$ cat src/rtl/tile_unpack_if.sv
// Bus between the tile unpacker, its controller, the tile ROM and the line-cache tile buffer.
interface tile_unpack_if;
  logic        start;
  logic [7:0]  tile_idx;
  logic        rom_en;
  logic [11:0] rom_addr;
  logic [7:0]  rom_data;
  logic        wr_en;
  logic [5:0]  wr_addr;
  logic [1:0]  wr_data;
  logic        busy;
  logic        done;

  modport master (
    output start, tile_idx, rom_data,
    input  rom_en, rom_addr, wr_en, wr_addr, wr_data, busy, done
  );

  modport slave (
    input  start, tile_idx, rom_data,
    output rom_en, rom_addr, wr_en, wr_addr, wr_data, busy, done
  );
endinterface

$ cat src/rtl/tile_unpack.sv
// Walks one 8x8 2bpp tile in ROM storage order and writes each pixel into a
// row-major {row, col} tile buffer.
module tile_unpack (
  input  logic          clk,
  input  logic          rst_l,
  tile_unpack_if.slave  bus
);

  typedef enum logic [2:0] {S_IDLE, S_REQ, S_LOAD, S_EMIT, S_DONE} state_t;

  state_t      r_state, w_next;
  logic [7:0]  r_tile_q;
  logic [7:0]  r_byte_q;
  logic [3:0]  r_byte_cnt;
  logic [1:0]  r_pix_cnt;
  logic        w_accept;
  logic        w_emit;
  logic        w_last;

  assign w_last = (r_pix_cnt == 2'd3);

  // DONE also accepts start so back-to-back tiles cost 97 cycles each.
  always_comb begin
    w_next     = r_state;
    w_accept   = 1'b0;
    w_emit     = 1'b0;
    bus.rom_en = 1'b0;
    bus.wr_en  = 1'b0;
    bus.done   = 1'b0;
    case (r_state)
      S_IDLE: begin
        w_accept = bus.start;
        if (bus.start) w_next = S_REQ;
      end
      S_REQ: begin
        bus.rom_en = 1'b1;
        w_next     = S_LOAD;
      end
      S_LOAD: w_next = S_EMIT;
      S_EMIT: begin
        bus.wr_en = 1'b1;
        w_emit    = 1'b1;
        if (w_last) w_next = (r_byte_cnt == 4'hF) ? S_DONE : S_REQ;
      end
      S_DONE: begin
        bus.done = 1'b1;
        w_accept = bus.start;
        w_next   = bus.start ? S_REQ : S_IDLE;
      end
      default: w_next = S_IDLE;
    endcase
  end

  always_ff @(posedge clk or negedge rst_l) begin
    if (!rst_l) begin
      r_state    <= S_IDLE;
      r_tile_q   <= 8'd0;
      r_byte_q   <= 8'd0;
      r_byte_cnt <= 4'd0;
      r_pix_cnt  <= 2'd0;
    end else begin
      r_state <= w_next;
      if (w_accept) begin
        r_tile_q   <= bus.tile_idx;
        r_byte_cnt <= 4'd0;
      end
      if (r_state == S_LOAD) begin
        r_byte_q  <= bus.rom_data;
        r_pix_cnt <= 2'd0;
      end
      if (w_emit) begin
        r_pix_cnt <= r_pix_cnt + 2'd1;
        if (w_last && r_byte_cnt != 4'hF) r_byte_cnt <= r_byte_cnt + 4'd1;
      end
    end
  end

  // p = {byte_cnt, pix_cnt}: row = {~p[5], ~p[1:0]}, col = ~p[4:2].
  // Gated by EMIT so the write bus idles at zero.
  assign bus.busy     = (r_state != S_IDLE);
  assign bus.rom_addr = {r_tile_q, r_byte_cnt};
  assign bus.wr_addr  = w_emit ? {~r_byte_cnt[3], ~r_pix_cnt, ~r_byte_cnt[2:0]} : 6'd0;
  assign bus.wr_data  = w_emit ? {r_byte_q[{1'b1, r_pix_cnt}], r_byte_q[{1'b0, r_pix_cnt}]} : 2'd0;

endmodule

$ cat src/flat_wrapper.sv
// flat-port wrapper written by rule: the top's interface ports become plain ports
module tile_unpack_flat 
  (clk, rst_l, bus_start, bus_tile_idx, bus_rom_data, bus_rom_en, bus_rom_addr, bus_wr_en, bus_wr_addr, bus_wr_data, bus_busy, bus_done);
  tile_unpack_if bus_i ();
  input  logic clk;
  input  logic rst_l;
  input wire logic [$bits(bus_i.start)-1:0] bus_start;
  input wire logic [$bits(bus_i.tile_idx)-1:0] bus_tile_idx;
  input wire logic [$bits(bus_i.rom_data)-1:0] bus_rom_data;
  output wire logic [$bits(bus_i.rom_en)-1:0] bus_rom_en;
  output wire logic [$bits(bus_i.rom_addr)-1:0] bus_rom_addr;
  output wire logic [$bits(bus_i.wr_en)-1:0] bus_wr_en;
  output wire logic [$bits(bus_i.wr_addr)-1:0] bus_wr_addr;
  output wire logic [$bits(bus_i.wr_data)-1:0] bus_wr_data;
  output wire logic [$bits(bus_i.busy)-1:0] bus_busy;
  output wire logic [$bits(bus_i.done)-1:0] bus_done;
  assign bus_i.start = bus_start;
  assign bus_i.tile_idx = bus_tile_idx;
  assign bus_i.rom_data = bus_rom_data;
  assign bus_rom_en = bus_i.rom_en;
  assign bus_rom_addr = bus_i.rom_addr;
  assign bus_wr_en = bus_i.wr_en;
  assign bus_wr_addr = bus_i.wr_addr;
  assign bus_wr_data = bus_i.wr_data;
  assign bus_busy = bus_i.busy;
  assign bus_done = bus_i.done;
  tile_unpack u_core (.clk(clk), .rst_l(rst_l), .bus(bus_i));
endmodule
$ cat config.mk
export PLATFORM = sky130hd
export DESIGN_NAME = tile_unpack_flat
export DESIGN_NICKNAME = d
export VERILOG_FILES = /design/src/rtl/tile_unpack_if.sv /design/src/rtl/tile_unpack.sv /design/src/flat_wrapper.sv
export SDC_FILE = /design/constraint.sdc
export NUM_CORES = 1
export LEC_CHECK = 0
export BUFFER_PORTS_ARGS = -buffer_cell sky130_fd_sc_hd__buf_2
export CORE_MARGIN = 4
export CORE_UTILIZATION = 50
export DETAILED_ROUTE_END_ITERATION = 8
export GPL_ROUTABILITY_DRIVEN = 1
export HOLD_SLACK_MARGIN = 0.08
export PLACE_DENSITY = 0.81
export REMOVE_ABC_BUFFERS = 1
export SLEW_MARGIN = 20
export SYNTH_ARGS = -nofsm -noshare
export SYNTH_HDL_FRONTEND = slang
export SYNTH_SLANG_ARGS = --single-unit
$ cat constraint.sdc
create_clock -name clk -period 2.5 [get_ports clk]
set_clock_uncertainty 0.1 [all_clocks]
set_input_delay 0.75 -clock clk [delete_from_list [all_inputs] [get_ports clk]]
set_output_delay 0.75 -clock clk [all_outputs]
set_load 0.005 [all_outputs]
==> flow_metrics.tcl <==
set metrics [dict create \
    status "complete, no violations" \
    drt_iter0_drc 6 \
    worstSkewPairLatency_ns 0.31 \
    synth_compound_area_frac 0.0375 \
    relSlewSlack 0.610 \
    ant_nets 0 \
    synth.distinct_cells 28 \
    end_kind "primary output" \
    fin_nets 156 \
    setup_tns_ns 0 \
    post_drt_wl_per_cell_um 13.1 \
    synth_area_leader_cell "dfrtp_1" \
    numCtsBuffers 3 \
    worstSetupStartpointType "flip-flop" \
    via_count 818 \
    ctsHoldBuffers 0 \
    overflow 0 \
    fp-row-count 17 \
    crit_arrival_ns 1.51 \
    synth_mux_area_frac 0.235 \
    syn_avg_cell_area_sq_um 12.8 \
    initial_core_util 0.528 \
    core_area_sq_mm 0.00221 \
    power_density_mw_per_mm2 1190 \
    grt_max_degree 26 \
    multi_input_area_sq_um 498 \
    drt_pass1_iterations 4 \
    die_w_um 56.3 \
    via_per_inst 5.05 \
    path_clk_slew_ns 0.13 \
    grt_pass1_vias 813 \
    ys_async_sr_fraction 1.00 \
    synth_top_area_share 0.536 \
    ys_seq_area_frac 0.536 \
    regArea_sq_um 627 \
    grt_setup_unrepaired "false" \
    synthCells 91 \
    synthTopCellsByArea "dfrtp_1 (54%), mux2_2 (11%), mux2_4 (6.4%), mux4_2 (3.9%), mux2i_1 (2.6%)" \
    synth_most_common_cell "dfrtp_1" \
    synth-edff-count 0 \
    clockBufferDepth 2 \
    antenna_cells 0 \
    boundaryPins 43 \
    antenna_found_initial 0 \
    timing.hold.ws_ns 0.290 \
    synth_area_sq_mm 0.00117 \
    irDropWorstVdd_uv 720 \
    gp_congestion 0.751 \
    io_buffers 42 \
    wirelength_um 2120 \
    grtUsageTotal 0.147 \
    required_ns 1.65 \
    syn2layout_area_growth_pct 21.3 \
    hold_viol 0 \
    synth_top_family_by_area "multiplexers" \
    drive_above_1_share 0.500 \
    dpl_cell_area_sq_mm 0.00138 \
    dp_hpwl_um 1650 \
    tightestPinTransition_ns 0.585 \
    synthAdderAreaFrac 0.0214 \
    final_max_slew_viol_count 0 \
    ys.flop_type "dfrtp_1" \
    leakage_nw 0.726 \
    dieArea_sq_mm 0.00317 \
    ys_seq_elements 25 \
    cts_tree "done" \
    post-route-util 0.640 \
    synth_xor_xnor_area_share 0.0150 \
    holdCritPathClass "input pin to async pin" \
    cap_violations 0 \
    grt_pass1_wl_um 3650 \
    cts_max_level 1 \
    fmax_ghz 0.424 \
    die_h_um 56.3 \
    power_w 0.00169 \
    stdcell_area_sq_mm 0.00142 \
    setup_viol 0 \
    period_needed_ns 2.36 \
    synth_simple_gate_area_share 0.118 \
    clock_sink_count 25 \
    worst-path-max-fanout 5 \
    drcViolationCount 0 \
    path_class "flip-flop to primary output" \
    ys_top_cells_by_count "dfrtp_1 (25), mux2_2 (11), nor2_1 (8)" \
    min_period_over_period 0.944 \
    nFillCells 194 \
    root_buffer "clkbuf_4" \
    yosys_warnings 0 \
]
==> metrics by stage <==
step / instances / setup slack (ns)
3_5_place_dp: 157 / 0.421
3_3_place_gp: 157 / 0.453
2_1_floorplan: 87 / 0.595
4_1_cts: 161 / 0.0499
5_1_grt: 162 / 0.0570
6_report: 162 / 0.140
==> sequential cells by signal, indices dropped and copies added (netlist names) <==
name and count:
u_core.r_byte_q 8, u_core.r_tile_q 8, u_core.r_byte_cnt 4, u_core.r_state 3
u_core.r_pix_cnt 2
==> kinds of logic (layout without fill, tap and decap cells) <==
family | after synthesis | after routing
buf+inv | 7 | 50
simple gates | 27 | 27
mux | 21 | 21
xor+xnor | 2 | 2
fa+ha+maj | 2 | 2
compound gates | 7 | 7
flops | 25 | 25
==> layout by cell type, fill, tap and decap left out, drive strengths merged, types with 2 or more instances in the layout <==
cell     n
buf     43
clkbuf   3
dfrtp   25
ha       2
inv      3
mux2    16
mux2i    3
mux4     2
nand2    6
nand2b   2
nand3    2
nor2     9
nor2b    2
o21ai    3
==> final timing paths <==
path	start	end	slack (ns)	cells past startpoint
setup / recovery	u_core.r_pix_cnt[0]	bus_wr_data[0]	0.14	3
hold reg to reg	u_core.r_tile_q[1]	u_core.r_tile_q[1]	0.42	1
max in group asynchronous	rst_l	u_core.r_pix_cnt[0]	1.63	1
setup reg to reg	u_core.r_state[0]	u_core.r_tile_q[6]	0.72	2
min in group clk	u_core.r_tile_q[1]	u_core.r_tile_q[1]	0.42	1
hold / removal	rst_l	u_core.r_byte_q[6]	0.29	1
==> per-layer routing <==
| layer | vias up | wire length, um | GRT usage |
|---|---|---|---|
| li1 | 402 | - | - |
| met1 | 391 | 893 | 0.180 |
| met2 | 21 | 1090 | 0.242 |
| met3 | 4 | 110 | 0.0345 |
| met4 | 0 | 31 | 0.0712 |
| met5 | - | 0 | 0 |
==> where the power goes <==
group / leakage, nW / switching [W] / internal (W)
sequential: 0.294 / 0.000167 / 0.000595
clock: 0.0177 / 0.000116 / 0.0000599
combinational: 0.414 / 0.000292 / 0.000457
==> final cells by class <==
cell class                      count  area share
Multi-Input combinational cell     59       0.352
Sequential cell                    25       0.443
Tap cell                           28      0.0247
Clock inverter                      1     0.00353
Inverter                            3     0.00795
Clock buffer                        3      0.0159
Timing Repair Buffer               43       0.154
==> what timing repair did <==
action,4_1_cts,5_1_grt
setup buffers,0,1
setup endpoints to repair,0,5
resized for setup,0,1
==> critical path, stage by stage (launching register included) <==
cell and delay [ns]:
dfrtp_2 0.44, mux4_2 0.50, nor2b_1 0.14, buf_2 0.12
(Power assumes the default switching activity.)
